File: src/rtl/load_align_unit_pkg.sv
// Shared definitions for the load alignment unit: load select codes, the
// internal load-kind decode, access-size lookup and the controller states.
package load_pkg;

    localparam logic [5:0] SEL_LB  = 6'b001011;
    localparam logic [5:0] SEL_LH  = 6'b001100;
    localparam logic [5:0] SEL_LW  = 6'b001101;
    localparam logic [5:0] SEL_LBU = 6'b001110;
    localparam logic [5:0] SEL_LHU = 6'b001111;
    localparam logic [5:0] SEL_LD  = 6'b010000;
    localparam logic [5:0] SEL_LWU = 6'b010001;

    // Decoded load flavour; PASS returns the aligned beat untouched.
    typedef enum logic [2:0] {
        KIND_B    = 3'd0,
        KIND_BU   = 3'd1,
        KIND_H    = 3'd2,
        KIND_HU   = 3'd3,
        KIND_W    = 3'd4,
        KIND_WU   = 3'd5,
        KIND_D    = 3'd6,
        KIND_PASS = 3'd7
    } kind_t;

    typedef enum logic [2:0] {
        S_IDLE  = 3'd0,
        S_REQ0  = 3'd1,
        S_WAIT0 = 3'd2,
        S_REQ1  = 3'd3,
        S_WAIT1 = 3'd4,
        S_RESP  = 3'd5
    } state_t;

    // LD and LWU only exist on a 64-bit datapath; otherwise they fall to PASS.
    function automatic kind_t decode_kind(input logic [5:0] sel, input int xlen);
        kind_t k;
        k = KIND_PASS;
        case (sel)
            SEL_LB:  k = KIND_B;
            SEL_LH:  k = KIND_H;
            SEL_LW:  k = KIND_W;
            SEL_LBU: k = KIND_BU;
            SEL_LHU: k = KIND_HU;
            SEL_LWU: k = (xlen == 64) ? KIND_WU : KIND_PASS;
            SEL_LD:  k = (xlen == 64) ? KIND_D : KIND_PASS;
            default: k = KIND_PASS;
        endcase
        return k;
    endfunction

    // Access size in bytes; PASS covers a whole beat.
    function automatic logic [4:0] kind_size(input kind_t k, input int xlen);
        logic [4:0] sz;
        case (k)
            KIND_B, KIND_BU: sz = 5'd1;
            KIND_H, KIND_HU: sz = 5'd2;
            KIND_W, KIND_WU: sz = 5'd4;
            KIND_D:          sz = 5'd8;
            default:         sz = 5'(xlen / 8);
        endcase
        return sz;
    endfunction

endpackage

File: src/rtl/load_align_unit_if.sv
// Bundle of the request, memory and writeback handshakes of the load unit.
// slave is the unit's view, master is the surrounding pipeline/memory view.
interface load_align_unit_if #(
    parameter int XLEN = 32,
    parameter int RD_W = 5
);
    logic            req_valid;
    logic            req_ready;
    logic [5:0]      req_sel;
    logic [XLEN-1:0] req_addr;
    logic [RD_W-1:0] req_rd;

    logic            mem_req_valid;
    logic            mem_req_ready;
    logic [XLEN-1:0] mem_req_addr;
    logic            mem_resp_valid;
    logic [XLEN-1:0] mem_resp_data;

    logic            wb_valid;
    logic            wb_ready;
    logic [XLEN-1:0] wb_data;
    logic [RD_W-1:0] wb_rd;
    logic            wb_fault;

    modport slave (
        input  req_valid, req_sel, req_addr, req_rd,
        output req_ready,
        output mem_req_valid, mem_req_addr,
        input  mem_req_ready, mem_resp_valid, mem_resp_data,
        output wb_valid, wb_data, wb_rd, wb_fault,
        input  wb_ready
    );

    modport master (
        output req_valid, req_sel, req_addr, req_rd,
        input  req_ready,
        input  mem_req_valid, mem_req_addr,
        output mem_req_ready, mem_resp_valid, mem_resp_data,
        input  wb_valid, wb_data, wb_rd, wb_fault,
        output wb_ready
    );
endinterface

File: src/rtl/load_align_unit_extract.sv
// Combinational load extractor: shifts the {high,low} beat pair down to the
// addressed byte and sign/zero extends it. Also usable directly at the WB mux.
module load_extract
    import load_pkg::*;
#(
    parameter int XLEN = 32
) (
    input  logic [5:0]                 sel,
    input  logic [$clog2(XLEN/8)-1:0]  off,
    input  logic [XLEN-1:0]            low,
    input  logic [XLEN-1:0]            high,
    output logic [XLEN-1:0]            data
);
    localparam int SH_W = $clog2(XLEN / 8) + 3;

    kind_t             kind_s;
    logic [SH_W-1:0]   shift_s;
    logic [XLEN-1:0]   window_s;
    logic signed [7:0] b_s;
    logic signed [15:0] h_s;
    logic signed [31:0] w_s;

    // Align the addressed element to bit 0 and apply the extension rule.
    always_comb begin
        kind_s   = decode_kind(sel, XLEN);
        shift_s  = {off, 3'b000};
        window_s = XLEN'({high, low} >> shift_s);
        b_s      = window_s[7:0];
        h_s      = window_s[15:0];
        w_s      = window_s[31:0];
        case (kind_s)
            KIND_B:  data = XLEN'(b_s);
            KIND_BU: data = XLEN'(window_s[7:0]);
            KIND_H:  data = XLEN'(h_s);
            KIND_HU: data = XLEN'(window_s[15:0]);
            KIND_W:  data = XLEN'(w_s);
            KIND_WU: data = XLEN'(window_s[31:0]);
            KIND_D:  data = window_s;
            default: data = low;
        endcase
    end
endmodule

File: src/rtl/load_align_unit.sv
// Load alignment unit: accepts one load, fetches one or two aligned beats,
// extracts and extends the addressed value and hands it to writeback.
module load_align_unit
    import load_pkg::*;
#(
    parameter int XLEN     = 32,
    parameter int SPLIT_EN = 1,
    parameter int RD_W     = 5
) (
    input  logic              clk,
    input  logic              reset,
    load_align_unit_if.slave  bus
);
    localparam int   BYTES         = XLEN / 8;
    localparam int   OFF_W         = $clog2(BYTES);
    localparam logic SPLIT_ALLOWED = (SPLIT_EN != 0);

    state_t            state_r;
    state_t            next_state_s;

    logic [5:0]        sel_r;
    logic [OFF_W-1:0]  off_r;
    logic [RD_W-1:0]   rd_r;
    logic              split_r;
    logic [XLEN-1:0]   low_r;

    logic              req_ready_r;
    logic              mem_req_valid_r;
    logic [XLEN-1:0]   mem_req_addr_r;
    logic              wb_valid_r;
    logic [XLEN-1:0]   wb_data_r;
    logic [RD_W-1:0]   wb_rd_r;
    logic              wb_fault_r;

    kind_t             req_kind_s;
    logic [4:0]        req_size_s;
    logic [OFF_W-1:0]  req_off_s;
    logic              req_split_s;
    logic              req_fault_s;
    logic              accept_s;
    logic [XLEN-1:0]   beat0_s;
    logic [XLEN-1:0]   ext_low_s;
    logic [XLEN-1:0]   ext_high_s;
    logic [XLEN-1:0]   ext_data_s;

    assign bus.req_ready     = req_ready_r;
    assign bus.mem_req_valid = mem_req_valid_r;
    assign bus.mem_req_addr  = mem_req_addr_r;
    assign bus.wb_valid      = wb_valid_r;
    assign bus.wb_data       = wb_data_r;
    assign bus.wb_rd         = wb_rd_r;
    assign bus.wb_fault      = wb_fault_r;

    // Decode the incoming request: offset, size, beat-crossing and fault.
    always_comb begin
        req_kind_s = decode_kind(bus.req_sel, XLEN);
        req_size_s = kind_size(req_kind_s, XLEN);
        if (req_kind_s == KIND_PASS) begin
            req_off_s = {OFF_W{1'b0}};
        end else begin
            req_off_s = bus.req_addr[OFF_W-1:0];
        end
        req_split_s = ((5'(req_off_s) + req_size_s) > 5'(BYTES));
        req_fault_s = req_split_s && !SPLIT_ALLOWED;
        accept_s    = (state_r == S_IDLE) && bus.req_valid;
        beat0_s     = {bus.req_addr[XLEN-1:OFF_W], {OFF_W{1'b0}}};
    end

    // Feed the extractor with the beat arriving this cycle so the result can
    // be registered on the same edge that completes the last fetch.
    always_comb begin
        if (state_r == S_WAIT0) begin
            ext_low_s  = bus.mem_resp_data;
            ext_high_s = {XLEN{1'b0}};
        end else if (state_r == S_WAIT1) begin
            ext_low_s  = low_r;
            ext_high_s = bus.mem_resp_data;
        end else begin
            ext_low_s  = low_r;
            ext_high_s = {XLEN{1'b0}};
        end
    end

    load_extract #(.XLEN(XLEN)) u_extract (
        .sel  (sel_r),
        .off  (off_r),
        .low  (ext_low_s),
        .high (ext_high_s),
        .data (ext_data_s)
    );

    // Controller next-state logic.
    always_comb begin
        next_state_s = state_r;
        case (state_r)
            S_IDLE: begin
                if (bus.req_valid) begin
                    next_state_s = req_fault_s ? S_RESP : S_REQ0;
                end else begin
                    next_state_s = S_IDLE;
                end
            end
            S_REQ0: begin
                if (bus.mem_req_ready) next_state_s = S_WAIT0;
                else                   next_state_s = S_REQ0;
            end
            S_WAIT0: begin
                if (bus.mem_resp_valid) next_state_s = split_r ? S_REQ1 : S_RESP;
                else                    next_state_s = S_WAIT0;
            end
            S_REQ1: begin
                if (bus.mem_req_ready) next_state_s = S_WAIT1;
                else                   next_state_s = S_REQ1;
            end
            S_WAIT1: begin
                if (bus.mem_resp_valid) next_state_s = S_RESP;
                else                    next_state_s = S_WAIT1;
            end
            S_RESP: begin
                if (bus.wb_ready) next_state_s = S_IDLE;
                else              next_state_s = S_RESP;
            end
            default: next_state_s = S_IDLE;
        endcase
    end

    // Controller state register.
    always_ff @(posedge clk or posedge reset) begin
        if (reset) state_r <= S_IDLE;
        else       state_r <= next_state_s;
    end

    // Registered handshake outputs, request context and result datapath.
    always_ff @(posedge clk or posedge reset) begin
        if (reset) begin
            req_ready_r     <= 1'b1;
            mem_req_valid_r <= 1'b0;
            mem_req_addr_r  <= {XLEN{1'b0}};
            wb_valid_r      <= 1'b0;
            wb_data_r       <= {XLEN{1'b0}};
            wb_rd_r         <= {RD_W{1'b0}};
            wb_fault_r      <= 1'b0;
            sel_r           <= 6'd0;
            off_r           <= {OFF_W{1'b0}};
            rd_r            <= {RD_W{1'b0}};
            split_r         <= 1'b0;
            low_r           <= {XLEN{1'b0}};
        end else begin
            req_ready_r     <= (next_state_s == S_IDLE);
            mem_req_valid_r <= (next_state_s == S_REQ0) || (next_state_s == S_REQ1);
            wb_valid_r      <= (next_state_s == S_RESP);
            if (accept_s) begin
                sel_r   <= bus.req_sel;
                off_r   <= req_off_s;
                rd_r    <= bus.req_rd;
                split_r <= req_split_s;
                if (req_fault_s) begin
                    wb_fault_r <= 1'b1;
                    wb_data_r  <= {XLEN{1'b0}};
                    wb_rd_r    <= bus.req_rd;
                end else begin
                    wb_fault_r     <= 1'b0;
                    mem_req_addr_r <= beat0_s;
                end
            end else if ((state_r == S_WAIT0) && bus.mem_resp_valid) begin
                low_r <= bus.mem_resp_data;
                if (split_r) begin
                    mem_req_addr_r <= mem_req_addr_r + XLEN'(BYTES);
                end else begin
                    wb_data_r <= ext_data_s;
                    wb_rd_r   <= rd_r;
                end
            end else if ((state_r == S_WAIT1) && bus.mem_resp_valid) begin
                wb_data_r <= ext_data_s;
                wb_rd_r   <= rd_r;
            end
        end
    end
endmodule

File: src/flat_wrapper.sv
// flat-port wrapper written by rule: the top's interface ports become plain ports
module load_align_unit_flat import load_pkg::*;
#(
    parameter int XLEN     = 32,
    parameter int SPLIT_EN = 1,
    parameter int RD_W     = 5
)
  (clk, reset, bus_req_valid, bus_req_sel, bus_req_addr, bus_req_rd, bus_req_ready, bus_mem_req_valid, bus_mem_req_addr, bus_mem_req_ready, bus_mem_resp_valid, bus_mem_resp_data, bus_wb_valid, bus_wb_data, bus_wb_rd, bus_wb_fault, bus_wb_ready);
  load_align_unit_if #(.XLEN(XLEN), .RD_W(RD_W)) bus_i ();
  input  logic clk;
  input  logic reset;
  input wire logic [$bits(bus_i.req_valid)-1:0] bus_req_valid;
  input wire logic [$bits(bus_i.req_sel)-1:0] bus_req_sel;
  input wire logic [$bits(bus_i.req_addr)-1:0] bus_req_addr;
  input wire logic [$bits(bus_i.req_rd)-1:0] bus_req_rd;
  output wire logic [$bits(bus_i.req_ready)-1:0] bus_req_ready;
  output wire logic [$bits(bus_i.mem_req_valid)-1:0] bus_mem_req_valid;
  output wire logic [$bits(bus_i.mem_req_addr)-1:0] bus_mem_req_addr;
  input wire logic [$bits(bus_i.mem_req_ready)-1:0] bus_mem_req_ready;
  input wire logic [$bits(bus_i.mem_resp_valid)-1:0] bus_mem_resp_valid;
  input wire logic [$bits(bus_i.mem_resp_data)-1:0] bus_mem_resp_data;
  output wire logic [$bits(bus_i.wb_valid)-1:0] bus_wb_valid;
  output wire logic [$bits(bus_i.wb_data)-1:0] bus_wb_data;
  output wire logic [$bits(bus_i.wb_rd)-1:0] bus_wb_rd;
  output wire logic [$bits(bus_i.wb_fault)-1:0] bus_wb_fault;
  input wire logic [$bits(bus_i.wb_ready)-1:0] bus_wb_ready;
  assign bus_i.req_valid = bus_req_valid;
  assign bus_i.req_sel = bus_req_sel;
  assign bus_i.req_addr = bus_req_addr;
  assign bus_i.req_rd = bus_req_rd;
  assign bus_req_ready = bus_i.req_ready;
  assign bus_mem_req_valid = bus_i.mem_req_valid;
  assign bus_mem_req_addr = bus_i.mem_req_addr;
  assign bus_i.mem_req_ready = bus_mem_req_ready;
  assign bus_i.mem_resp_valid = bus_mem_resp_valid;
  assign bus_i.mem_resp_data = bus_mem_resp_data;
  assign bus_wb_valid = bus_i.wb_valid;
  assign bus_wb_data = bus_i.wb_data;
  assign bus_wb_rd = bus_i.wb_rd;
  assign bus_wb_fault = bus_i.wb_fault;
  assign bus_i.wb_ready = bus_wb_ready;
  load_align_unit #(.XLEN(XLEN), .SPLIT_EN(SPLIT_EN), .RD_W(RD_W)) u_core (.clk(clk), .reset(reset), .bus(bus_i));
endmodule
File: config.mk
export PLATFORM = sky130hd
export DESIGN_NAME = load_align_unit_flat
export DESIGN_NICKNAME = d
export VERILOG_FILES = /design/src/rtl/load_align_unit_pkg.sv /design/src/rtl/load_align_unit_if.sv /design/src/rtl/load_align_unit_extract.sv /design/src/rtl/load_align_unit.sv /design/src/flat_wrapper.sv
export SDC_FILE = /design/constraint.sdc
export NUM_CORES = 1
export LEC_CHECK = 0
export ABC_AREA = 0
export CORE_ASPECT_RATIO = 1.25
export CORE_MARGIN = 2
export CORE_UTILIZATION = 45
export DETAILED_ROUTE_END_ITERATION = 8
export PLACE_DENSITY_LB_ADDON = 0.1
export SLEW_MARGIN = 20
export SYNTH_ARGS = -nofsm -noshare
export SYNTH_HDL_FRONTEND = slang
export SYNTH_SLANG_ARGS = --single-unit
File: constraint.sdc
create_clock -name clk -period 4.9 [get_ports clk]
set_input_delay 1.225 -clock clk [delete_from_list [all_inputs] [get_ports clk]]
set_output_delay 1.225 -clock clk [all_outputs]
set_load 0.03 [all_outputs]
# Word-level counts from Yosys, hierarchy flattened
# Cells that the tools add are included.
[word_totals] regBits=121 input_bits=81 output_inout_bits=73 elab_cells=89
[op_classes] add_sub_neg=2 magnitude_cmp=1 eq_ne=30 shift=1 n_mux=25 n_bitwise=1 reduce_logical=17
[ops] operator="32-bit two-way mux" n=9
[ops] operator="32-bit one-hot mux with 5 select lines" n=1
[ops] operator="64-bit by 5-bit >> shifter with 32-bit output" n=1
[ops] operator="6-bit by 4-bit equality test with 1-bit output (second input constant)" n=10
[ops] operator="32-bit by 3-bit adder with 32-bit output (second input constant)" n=1
[ops] operator="3-bit one-hot mux with 5 select lines" n=2
[ops] operator="3-bit equality test (second input constant)" n=8
[ops] operator="3-bit by 2-bit equality test with 1-bit output (second input constant)" n=7
[ops] operator="3-bit one-hot mux with 6 select lines" n=1
[ops] operator="5-bit two-way mux" n=3
[ops] operator="3-bit by 1-bit equality test with 1-bit output (second input constant)" n=4
[ops] operator="3-bit zero test" n=4
[ops] operator="3-bit two-way mux" n=4
[ops] operator="4-bit one-hot mux with 3 select lines" n=1
[ops] operator="2-bit nonzero test" n=3
[ops] operator="2-bit by 4-bit adder with 5-bit output" n=1
[ops] operator="5-bit by 3-bit > comparator with 1-bit output (second input constant)" n=1
[ops] operator="2-bit two-way mux" n=2
[ops] operator="2-bit AND reduction" n=2
[ops] operator="2-bit OR reduction" n=2
[ops] operator="1-bit logical AND" n=3
[ops] operator="3-bit AND reduction" n=1
[ops] operator="3-bit OR reduction" n=1
[ops] operator="1-bit two-way mux" n=2
[ops] operator="other kinds (3)" n=3

# Depth between registers and ports, before layout
[logic_depth] word_depth=7 ltp_mapped=10 mapped_depth_nobuf=10

# By module
# From an unflattened synthesis, not the netlist that was laid out.
[unflattened] cells_unflattened=705 area_unflattened_um2=7245.7
[by_module_without_submodules] module="load_align_unit" instances=1 cells_per_inst=522 area_per_inst_um2=5880.6 seq_area_each_um2=2979.1
[by_module_without_submodules] module="load_extract" instances=1 cells_per_inst=183 area_per_inst_um2=1365.1 seq_area_each_um2=0.0

# Worst setup path before layout
# Ideal clock, no wire load.
[synth_timing] path_kind="input to register" from="input bus_req_sel[5]" to="register u_core.split_r" setup_ns=0.140 arrival_time_ns=3.040 required_time_ns=4.760 path_slack_ns=1.720 stages=10 path_buffers=0 cell_sequence="nor3b_1 -> nor2b_1 -> and2_1 -> ha_1 -> inv_1 -> fa_1 -> nand2b_1 -> a221oi_1 -> a21o_1 -> a31oi_1"
[synth_via] elab_cells_between_ends=18
[synth_lines] item="start, declared" line_no="flat_wrapper.sv:13" source="input wire logic [$bits(bus_i.req_sel)-1:0] bus_req_sel;"
[synth_lines] item="6-bit by 4-bit equality test with 1-bit output" line_no="load_align_unit_pkg.sv:38" source="case (sel)"
[synth_lines] item="3-bit one-hot mux with 5 select lines *" line_no="load_align_unit_pkg.sv:38"
[synth_lines] item="3-bit equality test *" line_no="load_align_unit.sv:58" source="if (req_kind_s == KIND_PASS) begin"
[synth_lines] item="2-bit two-way mux *" line_no="load_align_unit.sv:58"
[synth_lines] item="via u_core.req_off_s[0]" line_no="load_align_unit.sv:37" source="logic [OFF_W-1:0] req_off_s;"
[synth_lines] item="2-bit by 4-bit adder with 5-bit output *" line_no="load_align_unit.sv:63" source="req_split_s = ((5'(req_off_s) + req_size_s) > 5'(BYTES));"
[synth_lines] item="5-bit by 3-bit > comparator with 1-bit output *" line_no="load_align_unit.sv:63"
[synth_lines] item="end signal, assigned" line_no="load_align_unit.sv:156" source="split_r <= req_split_s;"
[synth_lines] item="end, declared" line_no="load_align_unit.sv:24" source="logic split_r;"
# Mark *: on every way through the listed nets, which the timed path passes. The rest lies on a longest branch.
# A chain may end at the register's enable or synchronous reset.

# Worst setup path in the final report
[layout_timing] from="input bus_req_sel[3]" to="register u_core.split_r"
# Same word-level chain as after synthesis.

==> flow_summary.toml <==
[yosys]
synthXorXnorAreaFrac_pct = 1.28
synth_compound_area_share_pct = 18.3
synthAdderAreaFrac_pct = 0.838
yosysTopAreaCell = "dfrtp_1"
synthArstFlopShare_pct = 100
yosys.area.top_type_share_pct = 43.0
synth.most_common_cell = "nand2_1"
syn_area_per_cell_um2 = 9.42
synth-simple-area-share_pct = 17.9
ys.flop_type = "dfrtp_1"
synthCells = 729
synthDistinctLibCells = 66
synthTopCellsByArea = "dfrtp_1 (43%), nand2_1 (7.4%), mux2i_1 (7.0%)"
ys_ff_latch = 119
synth_top_family_by_area = "compound AO/OA/AOI/OAI gates"
synth-edff-count = 0
muxShareOfSynthArea_pct = 14.1
ys_seq_area_share_pct = 43.4
synth_common_cells = "nand2_1 (136), dfrtp_1 (118), mux2i_1 (48)"
ys_warn_count = 0
synth_area_um2 = 6870

[drt]
dr.pass1.iters = 5
antenna_left = 0
totalWireLength_mm = 20.8
drt-wirelength-per-cell_um = 19.7
drc = 0
drt_iter0_drc = 485
via_count = 6290
vias_per_cell = 5.96

[sta]
fin_tns_setup_ns = 0
tightest_slew_ns = 0.940
clock_skew_ns = 0.00902
relSlewSlack_pct = 37.4
fin_crit_ns = 3.56
rsz0062_at_grt = "false"
finalSetupViolCount = 0
max_freq_mhz = 281
report.final.slew_viol_count = 0
hold_viol_final = 0
period_share_pct = 72.7

[global_routing]
grt_pass1_vias = 6400
grt_first_pass_wirelength_mm = 32.6
antenna_found_initial = 0
track_usage_pct = 25.9
overflow = 0
grt_max_degree = 73

[finish]
insertedDiodeCount = 0
final_nets = 946
drive_above_1_share_pct = 12.9
fin_area_um2 = 9160
area_delta_synth_final_pct = 33.3
stdcell_count = 1056

[clocking]
cts_made_buffers = 17
clk_pin_slew_worst_paths_ns = 0.05
cts_setup_buffers = 0
cts_htree_levels = 4
postCtsHoldBufs = 0
cts_tree = "done"
clk_latency_ns = 0.43
cts_buffer_depth = 2
cts_resized = 0
clockRootBuffer = "clkbuf_16"
clock_sinks = 119

[die]
rows = 50
core_area_um2 = 15000
die-area_um2 = 16300
num_io_pins = 154
start_util_pct = 45.9
die_w_um = 115
die_y_um = 142

[critical_path]
worstSetupEndpoint = "u_core.split_r"
r2r_cells = 6
arrival_ns = 3.83
r2r-start = "u_core.state_r[0]"
path_class = "input pin to flop"
setup.worst_path.start = "bus_req_sel[3]"
cp_max_fo = 5
cp-start-kind = "input pin"
required_ns = 5.17
crit_path_end_kind = "flop"
rrSetupSlack_ns = 1.82
reg2reg_to = "u_core.bus.wb_data[17]"

[placed_design]
port_buffers = 150
place_hpwl_mm = 14.5
gp_congestion = 0.918
dp.cells = 1024
post_dp_cell_area_um2 = 8510

[power]
vdd_ir_drop_max_v = 0.000326
power_density_nw_per_um2 = 689
power_leakage_nw = 3.67

[status]
status = "complete, no violations"

[job]
drv_cap = 0

[min_path]
hp-class = "flop to flop"
## sequential cells by signal, summed over array words and instances, names as in the netlist
register	flops
u_core.low_r	32
u_core.bus.wb_valid	1
u_core.bus.wb_data	32
u_core.split_r	1
u_core.bus.req_ready	1
u_core.rd_r	5
u_core.bus.mem_req_valid	1
u_core.state_r	3
u_core.sel_r	6
u_core.bus.wb_rd	5
u_core.bus.mem_req_addr	30
u_core.off_r	2
## worst min path at each step
stage | from | end | slack, ns | cells after the start
global placement | u_core.rd_r[1] | u_core.bus.wb_rd[1] | 0.46 | 2
floorplan | u_core.rd_r[0] | u_core.bus.wb_rd[0] | 0.44 | 2
global route | u_core.rd_r[1] | u_core.rd_r[1] | 0.50 | 2
detailed placement | u_core.rd_r[1] | u_core.bus.wb_rd[1] | 0.46 | 2
finish | u_core.rd_r[1] | u_core.bus.wb_rd[1] | 0.47 | 2
CTS | u_core.rd_r[1] | u_core.bus.wb_rd[1] | 0.48 | 2
## worst max-delay path, stage by stage
cell and delay (ns):
clkdlybuf4s50_1 0.47, nor3b_1 0.46, nor2b_1 0.23, and2_1 0.19
ha_1 0.18, inv_1 0.06, fa_1 0.49, nand2b_1 0.07
a221oi_1 0.24, a21o_1 0.12, a31oi_1 0.08
## layout by cell type (no fill, tap or decap), drive strengths merged, types with 3 or more instances in the layout
cell type      count
a21o               4
a21oi             40
a221o              4
a2bb2oi           15
a31oi              9
a32oi              7
and2               4
and3               3
buf               11
bufinv             4
clkbuf            24
clkdlybuf4s50    150
clkinv             4
conb               3
dfrtp            118
ha                 3
inv               16
mux2              43
mux2i             48
nand2            136
nand2b            10
nand3             34
nand4              9
nor2              27
nor2b              3
nor3               7
nor3b              3
nor4               6
o211ai             8
o21ai             33
o22ai             32
o311ai             6
o31ai              8
xnor2              4
xor2               6
## report_power, final
part,switching [mW],leakage [nW],internal [mW]
Sequential,0.442,1.44,1.47
Combinational,1.75,1.91,1.28
Clock,0.449,0.316,0.916
## per-layer routing
metal  up-vias  wire (µm)  track usage (%)
met2       215      11000             46.4
met3        37       1190             5.28
met5         -          0                0
met4         0        568             11.2
li1       2926          -                -
met1      3112       8040             29.5
## per-stage QoR
stage               power, mW  worst slack (ns)  utilization [%]  hold WS [ns]
floorplan                3.80             0.519                -         0.439
global placement         4.85              1.13             56.9         0.457
detailed placement       4.93             0.918             56.9         0.462
CTS                      6.32              1.35             61.2         0.476
global route             6.64              1.13             61.2         0.496
finish                   6.31              1.34             61.2         0.466
## cell type report
type                    count  area [µm²]
well taps                 182         228
flip-flops and latches    119        2980
inverters                  17        66.3
clock inverters             8         143
clock buffers              24         502
multi-input cells         545        3640
repair buffers            161        1600
fillers                  1292        5800
## cells by family after synthesis
logic type / count (synthesis)
DFF: 119
other: 1
adders and majority gates: 4
and+or+nand+nor: 256
muxes: 91
buffers and inverters: 67
AOI/OAI and AO/OA: 181
xor gates and xnor gates: 10
Note: power is estimated with default switching activity, not from simulation.
